`src/rtl/forward_scoreboard_if.sv`:
```
// Bundle between ID/EX control and the forwarding/hazard unit.
// The master drives issue and operand info; the slave returns selects, stall and statistics.
interface forward_scoreboard_if #(
    parameter int ADDR_W  = 5,
    parameter int NUM_SRC = 2,
    parameter int DEPTH   = 2,
    parameter int CNT_W   = 16
);
    localparam int SEL_W = $clog2(DEPTH + 1);

    logic                      freeze_i;
    logic                      flush_i;
    logic [ADDR_W-1:0]         issue_rd_i;
    logic                      issue_we_i;
    logic                      issue_ld_i;
    logic [NUM_SRC*ADDR_W-1:0] id_rs_i;
    logic [NUM_SRC-1:0]        id_use_i;
    logic [NUM_SRC*ADDR_W-1:0] ex_rs_i;
    logic [NUM_SRC*SEL_W-1:0]  fwd_sel_o;
    logic                      stall_o;
    logic                      hazard_err_o;
    logic [CNT_W-1:0]          stall_cnt_o;
    logic [CNT_W-1:0]          fwd_cnt_o;

    modport master (
        output freeze_i, flush_i, issue_rd_i, issue_we_i, issue_ld_i,
               id_rs_i, id_use_i, ex_rs_i,
        input  fwd_sel_o, stall_o, hazard_err_o, stall_cnt_o, fwd_cnt_o
    );

    modport slave (
        input  freeze_i, flush_i, issue_rd_i, issue_we_i, issue_ld_i,
               id_rs_i, id_use_i, ex_rs_i,
        output fwd_sel_o, stall_o, hazard_err_o, stall_cnt_o, fwd_cnt_o
    );
endinterface

```
`src/rtl/forward_scoreboard.sv`:
```
// Forwarding/hazard unit: shift-register scoreboard of in-flight destinations (EX onward),
// per-operand forward selects, load-use stall and saturating stall/forward statistics.
module forward_scoreboard #(
    parameter int ADDR_W     = 5,
    parameter int NUM_SRC    = 2,
    parameter int DEPTH      = 2,
    parameter int LOAD_READY = 2,
    parameter int CNT_W      = 16
) (
    input  logic               clk_i,
    input  logic               rst_i,
    forward_scoreboard_if.slave bus
);
    localparam int SEL_W = $clog2(DEPTH + 1);

    typedef struct packed {
        logic              v;
        logic [ADDR_W-1:0] rd;
        logic              we;
        logic              ld;
    } slot_t;

    slot_t [DEPTH:0]                r_slot;
    logic                           r_err;
    logic [CNT_W-1:0]               r_stall_cnt;
    logic [CNT_W-1:0]               r_fwd_cnt;

    logic [NUM_SRC-1:0][SEL_W-1:0]  w_sel;
    logic [NUM_SRC-1:0]             w_unready;
    logic [NUM_SRC-1:0]             w_fwd_any;
    logic [NUM_SRC-1:0]             w_src_stall;
    logic                           w_stall;

    function automatic logic writes_reg(input slot_t s, input logic [ADDR_W-1:0] r);
        return s.v && s.we && (s.rd != '0) && (s.rd == r);
    endfunction

    // Scanning oldest to youngest lets the youngest producer overwrite the result.
    // MSB of the result flags that the chosen slot holds a load that is not ready yet.
    function automatic logic [SEL_W:0] pick_fwd(input slot_t [DEPTH:0] s,
                                                input logic [ADDR_W-1:0] r);
        logic [SEL_W:0] res;
        res = '0;
        for (int k = DEPTH; k >= 1; k--) begin
            if (writes_reg(s[k], r))
                res = {s[k].ld && (k < LOAD_READY), SEL_W'(k)};
        end
        return res;
    endfunction

    function automatic logic load_hit(input slot_t [DEPTH:0] s,
                                      input logic [ADDR_W-1:0] r);
        logic hit;
        hit = 1'b0;
        for (int k = 0; k < LOAD_READY - 1; k++) begin
            if (s[k].ld && writes_reg(s[k], r))
                hit = 1'b1;
        end
        return hit;
    endfunction

    for (genvar gi = 0; gi < NUM_SRC; gi++) begin : g_src
        logic [SEL_W:0] w_pick;
        assign w_pick         = pick_fwd(r_slot, bus.ex_rs_i[gi*ADDR_W +: ADDR_W]);
        assign w_sel[gi]      = w_pick[SEL_W-1:0];
        assign w_unready[gi]  = w_pick[SEL_W];
        assign w_fwd_any[gi]  = |w_pick[SEL_W-1:0];
        assign w_src_stall[gi] = bus.id_use_i[gi] &&
                                 load_hit(r_slot, bus.id_rs_i[gi*ADDR_W +: ADDR_W]);
    end

    assign w_stall = |w_src_stall;

    always_ff @(posedge clk_i) begin
        if (!rst_i) begin
            r_slot      <= '0;
            r_err       <= 1'b0;
            r_stall_cnt <= '0;
            r_fwd_cnt   <= '0;
        end else if (!bus.freeze_i) begin
            for (int k = 1; k <= DEPTH; k++)
                r_slot[k] <= r_slot[k-1];
            // A stalled or flushed issue becomes a bubble in EX.
            if (w_stall || bus.flush_i)
                r_slot[0] <= '0;
            else
                r_slot[0] <= {1'b1, bus.issue_rd_i, bus.issue_we_i, bus.issue_ld_i};
            if (|w_unready)
                r_err <= 1'b1;
            if (w_stall && !(&r_stall_cnt))
                r_stall_cnt <= r_stall_cnt + CNT_W'(1);
            if ((|w_fwd_any) && !(&r_fwd_cnt))
                r_fwd_cnt <= r_fwd_cnt + CNT_W'(1);
        end
    end

    assign bus.fwd_sel_o    = w_sel;
    assign bus.stall_o      = w_stall;
    assign bus.hazard_err_o = r_err;
    assign bus.stall_cnt_o  = r_stall_cnt;
    assign bus.fwd_cnt_o    = r_fwd_cnt;
endmodule

```
`src/flat_wrapper.sv`:
```
// flat-port wrapper written by rule: the top's interface ports become plain ports
module forward_scoreboard_flat 
#(
    parameter int ADDR_W     = 5,
    parameter int NUM_SRC    = 2,
    parameter int DEPTH      = 2,
    parameter int LOAD_READY = 2,
    parameter int CNT_W      = 16
)
  (clk_i, rst_i, bus_freeze_i, bus_flush_i, bus_issue_rd_i, bus_issue_we_i, bus_issue_ld_i, bus_id_rs_i, bus_id_use_i, bus_ex_rs_i, bus_fwd_sel_o, bus_stall_o, bus_hazard_err_o, bus_stall_cnt_o, bus_fwd_cnt_o);
  forward_scoreboard_if #(.ADDR_W(ADDR_W), .NUM_SRC(NUM_SRC), .DEPTH(DEPTH), .CNT_W(CNT_W)) bus_i ();
  input  logic clk_i;
  input  logic rst_i;
  input wire logic [$bits(bus_i.freeze_i)-1:0] bus_freeze_i;
  input wire logic [$bits(bus_i.flush_i)-1:0] bus_flush_i;
  input wire logic [$bits(bus_i.issue_rd_i)-1:0] bus_issue_rd_i;
  input wire logic [$bits(bus_i.issue_we_i)-1:0] bus_issue_we_i;
  input wire logic [$bits(bus_i.issue_ld_i)-1:0] bus_issue_ld_i;
  input wire logic [$bits(bus_i.id_rs_i)-1:0] bus_id_rs_i;
  input wire logic [$bits(bus_i.id_use_i)-1:0] bus_id_use_i;
  input wire logic [$bits(bus_i.ex_rs_i)-1:0] bus_ex_rs_i;
  output wire logic [$bits(bus_i.fwd_sel_o)-1:0] bus_fwd_sel_o;
  output wire logic [$bits(bus_i.stall_o)-1:0] bus_stall_o;
  output wire logic [$bits(bus_i.hazard_err_o)-1:0] bus_hazard_err_o;
  output wire logic [$bits(bus_i.stall_cnt_o)-1:0] bus_stall_cnt_o;
  output wire logic [$bits(bus_i.fwd_cnt_o)-1:0] bus_fwd_cnt_o;
  assign bus_i.freeze_i = bus_freeze_i;
  assign bus_i.flush_i = bus_flush_i;
  assign bus_i.issue_rd_i = bus_issue_rd_i;
  assign bus_i.issue_we_i = bus_issue_we_i;
  assign bus_i.issue_ld_i = bus_issue_ld_i;
  assign bus_i.id_rs_i = bus_id_rs_i;
  assign bus_i.id_use_i = bus_id_use_i;
  assign bus_i.ex_rs_i = bus_ex_rs_i;
  assign bus_fwd_sel_o = bus_i.fwd_sel_o;
  assign bus_stall_o = bus_i.stall_o;
  assign bus_hazard_err_o = bus_i.hazard_err_o;
  assign bus_stall_cnt_o = bus_i.stall_cnt_o;
  assign bus_fwd_cnt_o = bus_i.fwd_cnt_o;
  forward_scoreboard #(.ADDR_W(ADDR_W), .NUM_SRC(NUM_SRC), .DEPTH(DEPTH), .LOAD_READY(LOAD_READY), .CNT_W(CNT_W)) u_core (.clk_i(clk_i), .rst_i(rst_i), .bus(bus_i));
endmodule
```
`config.mk`:
```
export PLATFORM = sky130hd
export DESIGN_NAME = forward_scoreboard_flat
export DESIGN_NICKNAME = d
export VERILOG_FILES = /design/src/rtl/forward_scoreboard_if.sv /design/src/rtl/forward_scoreboard.sv /design/src/flat_wrapper.sv
export SDC_FILE = /design/constraint.sdc
export NUM_CORES = 1
export LEC_CHECK = 0
export ABC_CLOCK_PERIOD_IN_PS = 2300
export BUFFER_PORTS_ARGS = -buffer_cell sky130_fd_sc_hd__clkbuf_2
export CAP_MARGIN = 10
export CORE_MARGIN = 1
export CORE_UTILIZATION = 53
export CTS_CLUSTER_SIZE = 8
export DETAILED_ROUTE_END_ITERATION = 16
export PLACE_DENSITY_LB_ADDON = 0.08
export SLEW_MARGIN = 40
export SYNTH_ARGS = -nofsm -noshare
export SYNTH_HDL_FRONTEND = slang
export SYNTH_SLANG_ARGS = --single-unit
```
`constraint.sdc`:
```
create_clock -name clk_i -period 2.3 [get_ports clk_i]
set_input_delay 0.345 -clock clk_i [delete_from_list [all_inputs] [get_ports clk_i]]
set_output_delay 0.345 -clock clk_i [all_outputs]
set_load 0.01 [all_outputs]
```
==> results_dict.tcl, run 1 <==
set metrics [dict create \
    endpoint_kind "flop" \
    cp.required_ns 2.53 \
    tightest_slew_ns 0.565 \
    avgSynthCellArea_um2 8.99 \
    dieArea_um2 5690 \
    wl_per_cell_um 13.6 \
    r2r_start "u_core.r_slot[12]" \
    clk_latency_ns 0.30 \
    synth.area.mux_share 0.116 \
    dpl_cell_area_um2 3320 \
    synth_top_family_by_area "simple AND/OR/NAND/NOR gates" \
    port_buffers 70 \
    min_from "bus_issue_ld_i" \
    chipWidth_um 75.4 \
    synth-xor-area-share 0.113 \
    clock.fmax_mhz 438 \
    whs_ns 0.251 \
    synth_compound_area_frac 0.0902 \
    cp_cell_sequence "or4_4 -> o211ai_1 -> buf_4 -> buf_4 -> buf_4 -> a211oi_1 -> o22a_2 -> buf_12 -> a21bo_2 -> a21oi_1" \
    cts_tree "done" \
    slew_headroom 0.623 \
    pwr-share-seq 0.606 \
    drt_wl_total_mm 6.37 \
    period_needed_ns 2.28 \
    cts_max_path_buffers 2 \
    placementRows 26 \
    via_count 2601 \
    ant_nets 0 \
    final_util 0.687 \
    dpl.hpwl_mm 4.63 \
    cts_buffers 5 \
    ctsHoldBuffers 0 \
    reg2reg_setup_slack_ns 0.02 \
    cts_root_buf "clkbuf_8" \
    ys_ff_latch 56 \
    grt-ovfl-total 0 \
    final_max_slew_viol_count 0 \
    cts.sink_count 56 \
    critical_path_class "flop to flop" \
    yosys.area_share.simple 0.256 \
    grt_pass1_vias 2233 \
    maxCapViolCount 0 \
    hold_path.class "input port to flop" \
    setup_viol_count_final 0 \
    fin_skew_ns 0.00325 \
    ys_types 41 \
    die_height_um 75.4 \
    drc 0 \
    peakVddDrop_v 0.000406 \
    dr.pass1.iters 4 \
    fin_crit_sh 0.993 \
    slowest_stage "or4_4" \
    path_buf_inv 4 \
    yosysWarningCount 0 \
    power.density_nw_per_um2 463 \
    synthAdderAreaFrac 0.00876 \
    h-tree-depth 2 \
    synth_top_cell_by_area "dfxtp_1" \
    fin_cells 468 \
    synth_flop_cell "dfxtp_1" \
    syn_nets 353 \
    grt_usage 0.236 \
    synth.area.top_cells "dfxtp_1 (39%), mux2i_1 (12%), xor2_1 (7.0%), xnor2_1 (4.3%), nor2_1 (4.2%)" \
    critPathMaxFanout 7 \
    synth_edf_count 0 \
    final_nets 433 \
    hold_viol 0 \
    power_frac_comb 0.087 \
    critPathMostFrequentCell "buf_4" \
    syn_inst 318 \
    power.switching_w 0.000382 \
    io_pins 71 \
    syn_area_um2 2860 \
    synth.top_cell.area_share 0.392 \
    clk_pin_slew_ns 0.09 \
    p_leak_nw 1.59 \
    grt_max_degree 41 \
    p_clk_frac 0.307 \
    n_fill_cell 455 \
    coreArea_um2 5140 \
    routabilityCongestion 0.933 \
    critical_path.top_delay_family "compound AO/OA/AOI/OAI gates" \
    arrival_ns 2.52 \
    n_antenna_cell 0 \
    antenna_found_initial 0 \
    slowest_delay_ns 0.52 \
    dp.cells 454 \
    sw_frac_of_total 0.233 \
    grt_pass1_wl_mm 10.3 \
    rsz0062_at_grt "yes" \
    synth-seq-area-share 0.392 \
    final_cell_area_um2 3530 \
    viasPerCell 5.56 \
    critPathLaunch "u_core.r_slot[12]" \
    synth-async-reset-ratio 0 \
    internal-power_w 0.00125 \
    status "completed" \
    cp-start-kind "flop" \
    drt_iter0_drc 79 \
    drive_gt1_frac 0.281 \
    start_util 0.556 \
    area_delta_synth_final_pct 23.6 \
]
==> stage by stage <==
step / setup slack (ns) / TNS (ns) / power (W)
floorplan: 0.235 / 0 / 0.00110
global placement: 0.185 / 0 / 0.00115
finish: 0.0151 / 0 / 0.00163
CTS: -0.0105 / -0.0188 / 0.00165
detailed placement: 0.160 / 0 / 0.00115
global route: -0.0998 / -0.845 / 0.00171
==> power by group through the flow <==
stage | Sequential [W] | Combinational, W | Clock, W
2_1_floorplan | 0.00101 | 0.0000847 | 0
3_3_place_gp | 0.00101 | 0.000134 | 0
3_5_place_dp | 0.00102 | 0.000137 | 0
4_1_cts | 0.000990 | 0.000141 | 0.000521
5_1_grt | 0.000993 | 0.000157 | 0.000560
6_report | 0.000991 | 0.000142 | 0.000503
==> area by class of cell <==
class,instances,area (um2),area share
multi-input cells,246,1720,0.488
repair buffers,86,500,0.142
clock buffers,6,72.6,0.0206
flip-flops and latches,56,1130,0.321
well taps,70,87.6,0.0248
inverters,3,11.3,0.00319
clock inverters,1,5.00,0.00142
==> kinds of logic (layout without fill, tap and decap cells) <==
kind of cell | Yosys count | count (layout)
xor gates and xnor gates | 37 | 37
buffers and inverters | 16 | 96
adders and majority gates | 2 | 2
and+or+nand+nor | 142 | 142
AOI/OAI and AO/OA | 32 | 32
muxes | 33 | 33
DFF | 56 | 56
==> registers in the layout, indices dropped and copies added, names as in the netlist <==
signal	flops
u_core.r_slot	23
u_core.bus.stall_cnt_o	16
u_core.bus.hazard_err_o	1
u_core.bus.fwd_cnt_o	16
==> cell usage after synthesis, drive strengths merged, types with 3 or more instances <==
master,count
clkbuf,9
inv,3
xnor2,14
nor4,4
and3,6
nand3,19
nand2b,19
nor2,32
nand4,8
xor2,23
dfxtp,56
o211ai,4
or4,6
a21oi,6
and2,7
nand2,27
o31ai,3
mux2i,33
a22o,7
buf,4
nor3,8
==> repair_timing <==
item	CTS	global route
buffers inserted	6	0
cloned	0	1
endpoints found under the setup margin	2	20
gates resized for setup	12	11
pin swaps	5	3
==> worst paths after layout <==
kind | endpoint | depth (start not counted)
worst max-delay path | u_core.bus.fwd_cnt_o[2] | 10
worst min-delay path | u_core.r_slot[0] | 2
worst max register to register | u_core.bus.fwd_cnt_o[2] | 10
worst min register to register | u_core.bus.stall_cnt_o[5] | 2
==> worst reg2reg max path: cells and delay by family, from the launching register on <==
family	cells	cell delay [ns]
and+or+nand+nor	1	0.52
DFF	1	0.35
AOI/OAI and AO/OA	5	0.88
buffers and inverters	4	0.48
==> cell usage in the layout (no fill, tap or decap), types with 4 or more instances in the layout <==
master	Yosys	routed
a21oi_1	5	4
a22o_1	7	7
and2_1	7	7
and3_1	6	6
buf_4	0	14
clkbuf_2	0	68
clkbuf_8	0	5
dfxtp_1	56	51
mux2i_1	33	33
nand2_1	26	25
nand2b_1	19	19
nand3_1	19	17
nand4_1	8	8
nor2_1	32	30
nor3_1	8	6
o211ai_1	4	4
or4_1	6	5
xnor2_1	14	14
xor2_1	23	23
==> per-layer routing <==
metal | vias up | part of all wire | global-route usage
met5 | - | 0 | 0
met3 | 6 | 0.045 | 0.0476
met2 | 78 | 0.49 | 0.392
li1 | 1286 | - | -
met4 | 0 | 0.0090 | 0.0535
met1 | 1231 | 0.45 | 0.316
Power figures use the tool's default switching activity.
==> run 2, diff against run 1 <==
SETUP_SLACK_MARGIN = 0.02   (was unset)
TNS_END_PERCENT = 5   (was unset)
==> results_dict.tcl, run 2 (synthesis results as in run 1) <==
set metrics [dict create \
    slowest_delay_ns 0.52 \
    grt_usage 0.236 \
    slew_headroom 0.620 \
    drt_wl_total_mm 6.39 \
    fin_skew_ns 0.00307 \
    antenna_found_initial 0 \
    rsz0062_at_grt "yes" \
    cts_buffers 5 \
    fin_crit_sh 0.991 \
    p_clk_frac 0.308 \
    grt_pass1_wl_mm 10.3 \
    setup_viol_count_final 0 \
    wl_per_cell_um 13.7 \
    reg2reg_setup_slack_ns 0.03 \
    timing.rr.end "u_core.bus.fwd_cnt_o[2]" \
    period_needed_ns 2.28 \
    critPathCapture "bus_fwd_sel_o[1]" \
    power.density_nw_per_um2 466 \
    status "completed" \
    chipWidth_um 75.4 \
    tightest_slew_ns 0.569 \
    die_height_um 75.4 \
    sw_frac_of_total 0.235 \
    dr.pass1.iters 4 \
    cp.required_ns 1.96 \
    final_max_slew_viol_count 0 \
    cts_root_buf "clkbuf_8" \
    hold_viol 0 \
    internal-power_w 0.00125 \
    p_leak_nw 1.56 \
    grt_max_degree 41 \
    largest_reg_flops 23 \
    r2r_start "u_core.r_slot[12]" \
    grt_pass1_vias 2233 \
    coreArea_um2 5140 \
    arrival_ns 1.93 \
    clk_latency_ns 0.30 \
    endpoint_kind "primary output" \
    pwr-share-seq 0.604 \
    drt_iter0_drc 80 \
    clk_pin_slew_ns 0.09 \
    critPathMaxFanout 2 \
    power.switching_w 0.000386 \
    n_antenna_cell 0 \
    cp_cell_sequence "or4_4 -> o211ai_1 -> buf_4 -> nor2_2 -> nor3_2 -> buf_2" \
    cts_tree "done" \
    final_util 0.684 \
    final-seq-area_um2 1130 \
    fin_cells 467 \
    critPathLaunch "u_core.r_slot[12]" \
    peakVddDrop_v 0.000408 \
    start_util 0.556 \
    dp.cells 454 \
    slowest_stage "or4_4" \
    dieArea_um2 5690 \
    routabilityCongestion 0.933 \
    drive_gt1_frac 0.285 \
    power_frac_comb 0.088 \
    n_fill_cell 454 \
    clock.fmax_mhz 439 \
    p_total_w 0.00164 \
    r2r_cells 10 \
    setup_tns_ns 0 \
    grt-ovfl-total 0 \
    critical_path_class "flop to primary output" \
    area_delta_synth_final_pct 23.0 \
    drc 0 \
    final_cell_mix "clkbuf_2 (68), dfxtp_1 (51), mux2i_1 (33)" \
    io_pins 71 \
    dpl.hpwl_mm 4.63 \
    top_register "u_core.r_slot" \
    final_nets 432 \
    cp-start-kind "flop" \
    cts.sink_count 56 \
    maxCapViolCount 0 \
    h-tree-depth 2 \
    viasPerCell 5.52 \
    ant_nets 0 \
    layout_commonest_cell "clkbuf_2" \
    multi_input_area_um2 1730 \
    cts_max_path_buffers 2 \
    hold_path.class "input port to flop" \
    port_buffers 70 \
    placementRows 26 \
    via_count 2580 \
    whs_ns 0.247 \
]
-- run 2: changes by cell type in the layout (fill, tap and decap cells not counted), sizes merged --
cell | previous run | this run
clkbuf | 75 | 74
-- run 2: cell type report --
class | count | share of cell area
clock buffers | 6 | 0.0206
clock inverters | 1 | 0.00142
inverters | 3 | 0.00320
multi-input cells | 246 | 0.493
flip-flops and latches | 56 | 0.322
well taps | 70 | 0.0249
repair buffers | 85 | 0.135
-- run 2: stage by stage --
stage,area [um2],setup WS [ns]
global route,3520,-0.0837
global placement,3320,0.185
floorplan,2860,0.235
detailed placement,3320,0.160
CTS,3480,-0.0105
finish,3520,0.0214
-- run 2: timing repair --
action,CTS,global route
gates resized for setup,12,12
pin swaps,6,3
endpoints found under the setup margin,2,20
buffers inserted,6,0
hold endpoints to repair,0,0
hold buffers,0,0
gates cloned,0,0
-- run 2: worst min path at each step --
stage | startpoint | end | depth (start not counted)
global placement | u_core.bus.fwd_cnt_o[4] | u_core.bus.fwd_cnt_o[4] | 2
finish | bus_issue_ld_i | u_core.r_slot[0] | 2
CTS | bus_issue_ld_i | u_core.r_slot[0] | 2
floorplan | u_core.r_slot[8] | u_core.bus.hazard_err_o | 2
detailed placement | u_core.bus.stall_cnt_o[5] | u_core.bus.stall_cnt_o[5] | 2
global route | bus_issue_rd_i[4] | u_core.r_slot[6] | 2
-- run 2: power by group through the flow --
stage / clock, W / sequential, W / combinational (W)
after global routing: 0.000562 / 0.000993 / 0.000159
after global placement: 0 / 0.00101 / 0.000134
after detailed placement: 0 / 0.00102 / 0.000137
after CTS: 0.000521 / 0.000990 / 0.000141
after floorplan: 0 / 0.00101 / 0.0000847
final: 0.000505 / 0.000991 / 0.000144
-- run 2: routing by layer --
layer	GRT usage	up-vias	part of all wire
li1	-	1281	-
met4	0.0535	0	0.011
met1	0.316	1225	0.45
met5	0	-	0
met2	0.392	66	0.50
met3	0.0476	8	0.039
-- run 2: critical path, delay by kind of cell (launching register included) --
kind                   cells  cell delay, ns
flip-flops                 1            0.35
buffers and inverters      2            0.33
AO/OA/AOI/OAI              1            0.22
AND/OR/NAND/NOR            3            0.72
==> run 3, diff against run 2 <==
--- a/config.mk
+++ b/config.mk
@@ -16,3 +16,3 @@
 export SETUP_SLACK_MARGIN = 0.02
-export SLEW_MARGIN = 40
+export SLEW_MARGIN = 15
 export SYNTH_ARGS = -nofsm -noshare
==> constraint.sdc (replaced) <==
create_clock -name clk_i -period 2.3 [get_ports clk_i]
set_input_delay 0.23 -clock clk_i [delete_from_list [all_inputs] [get_ports clk_i]]
set_output_delay 0.23 -clock clk_i [all_outputs]
set_load 0.01 [all_outputs]
==> results_dict.tcl, run 3 (synthesis results as in run 1) <==
set metrics [dict create \
    rsz0062_at_grt "yes" \
    clock.fmax_mhz 445 \
    antenna_found_initial 0 \
    ant_nets 0 \
    setup_viol_count_final 0 \
    p_leak_nw 1.55 \
    grt-ovfl-total 0 \
    n_antenna_cell 0 \
    largest_reg_flops 23 \
    layout_commonest_cell "clkbuf_2" \
    min_from "bus_issue_ld_i" \
    cts_root_buf "clkbuf_8" \
    coreArea_um2 5140 \
    cts.sink_count 56 \
    postCtsSetupRepairBufs 0 \
    critical_path_class "flop to primary output" \
    wl_per_cell_um 13.0 \
    h-tree-depth 2 \
    grt_max_degree 41 \
    area_delta_synth_final_pct 20.1 \
    dieArea_um2 5690 \
    maxCapViolCount 0 \
    chipWidth_um 75.4 \
    final_cell_mix "clkbuf_2 (69), dfxtp_1 (54), mux2i_1 (33)" \
    final_max_slew_viol_count 0 \
    cts_buffers 5 \
    critPathMaxFanout 5 \
    placementRows 26 \
    power.density_nw_per_um2 484 \
    drt_iter0_drc 91 \
    drive_gt1_frac 0.248 \
    fin_crit_sh 0.976 \
    top_register "u_core.r_slot" \
    viasPerCell 5.34 \
    peakVddDrop_v 0.000348 \
    cp.required_ns 2.07 \
    grt_pass1_vias 2247 \
    endpoint_kind "primary output" \
    via_count 2484 \
    io_pins 71 \
    port_buffers 70 \
    drc 0 \
    grt_usage 0.226 \
    fin_ws_ns 0.0551 \
    dpl.hpwl_mm 4.62 \
    cp-start-kind "flop" \
    clk_pin_slew_ns 0.09 \
    grt_pass1_wl_mm 9.89 \
    dr.pass1.iters 4 \
    drt_wl_total_mm 6.04 \
    die_height_um 75.4 \
    slew_headroom 0.713 \
    cts_max_path_buffers 2 \
    dp_slack_ns 0.0708 \
    hold_path.class "input port to flop" \
    start_util 0.556 \
    setup_tns_ns 0 \
    clk_latency_ns 0.31 \
    fin_skew_ns 0.0135 \
    cts_tree "done" \
    tightest_slew_ns 0.428 \
    arrival_ns 2.01 \
    critPathLaunch "u_core.r_slot[11]" \
    period_needed_ns 2.24 \
    status "completed" \
    r2r_start "u_core.r_slot[4]" \
    routabilityCongestion 0.930 \
    final_nets 429 \
    hold_viol 0 \
]
[run 3: cell count changes in the layout (fill, tap and decap cells not counted), moves of 2 or more]
cell / previous run / this run
buf_4: 14 / 12
dfxtp_1: 51 / 54
dfxtp_4: 2 / 0
nand3_1: 15 / 19
nand3_2: 4 / 0
nor2_1: 30 / 32
nor3_1: 6 / 8
nor3_2: 2 / 0
nor4_2: 2 / 0
[run 3: cell type report]
cell class | count | area, um2
Clock buffer | 5 | 68.8
Timing Repair Buffer | 82 | 440
Sequential cell | 56 | 1120
Tap cell | 70 | 87.6
Multi-Input combinational cell | 246 | 1680
Clock inverter | 3 | 18.8
Inverter | 3 | 11.3
Fill cell | 459 | 1710
[run 3: repair_timing]
action | in CTS | in global routing
hold buffers | 0 | 0
setup endpoints to repair | 0 | 16
gates resized for setup | 0 | 6
hold endpoints to repair | 0 | 0
[run 3: critical path: stages (launching register included)]
cell	delay (ns)
dfxtp_2	0.36
or4_1	0.54
o211ai_1	0.24
buf_4	0.17
nor2_1	0.06
nor3_1	0.19
clkbuf_2	0.16
[run 3: layer usage]
metal | global-route usage | up-vias | share of wire
met5 | 0 | - | 0
met4 | 0.0885 | 0 | 0.0093
met3 | 0.0304 | 6 | 0.033
met2 | 0.399 | 53 | 0.51
met1 | 0.279 | 1156 | 0.45
li1 | - | 1269 | -
[run 3: power breakdown]
part / internal (W) / switching (W) / total [W]
logic: 0.0000684 / 0.0000755 / 0.000144
clock network: 0.000213 / 0.000315 / 0.000528
registers: 0.000979 / 0.0000115 / 0.000991
total: 0.00126 / 0.000402 / 0.00166
[run 3: worst paths after layout]
path | to | slack, ns | depth (start not counted)
setup reg to reg | u_core.bus.stall_cnt_o[13] | 0.12 | 7
hold / removal | u_core.r_slot[0] | 0.13 | 2
hold reg to reg | u_core.bus.fwd_cnt_o[4] | 0.49 | 2
setup / recovery | bus_fwd_sel_o[1] | 0.06 | 6
[run 3: through the flow]
step / hold WS, ns / power, W / util / cells / instance area, um2
4_1_cts: 0.129 / 0.00168 / 0.665 / 465 / 3420
3_5_place_dp: 0.451 / 0.00116 / 0.648 / 457 / 3330
6_report: 0.135 / 0.00166 / 0.668 / 465 / 3430
3_3_place_gp: 0.448 / 0.00115 / 0.648 / 457 / 3330
5_1_grt: 0.143 / 0.00174 / 0.668 / 465 / 3430
2_1_floorplan: 0.363 / 0.00110 / - / 318 / 2860
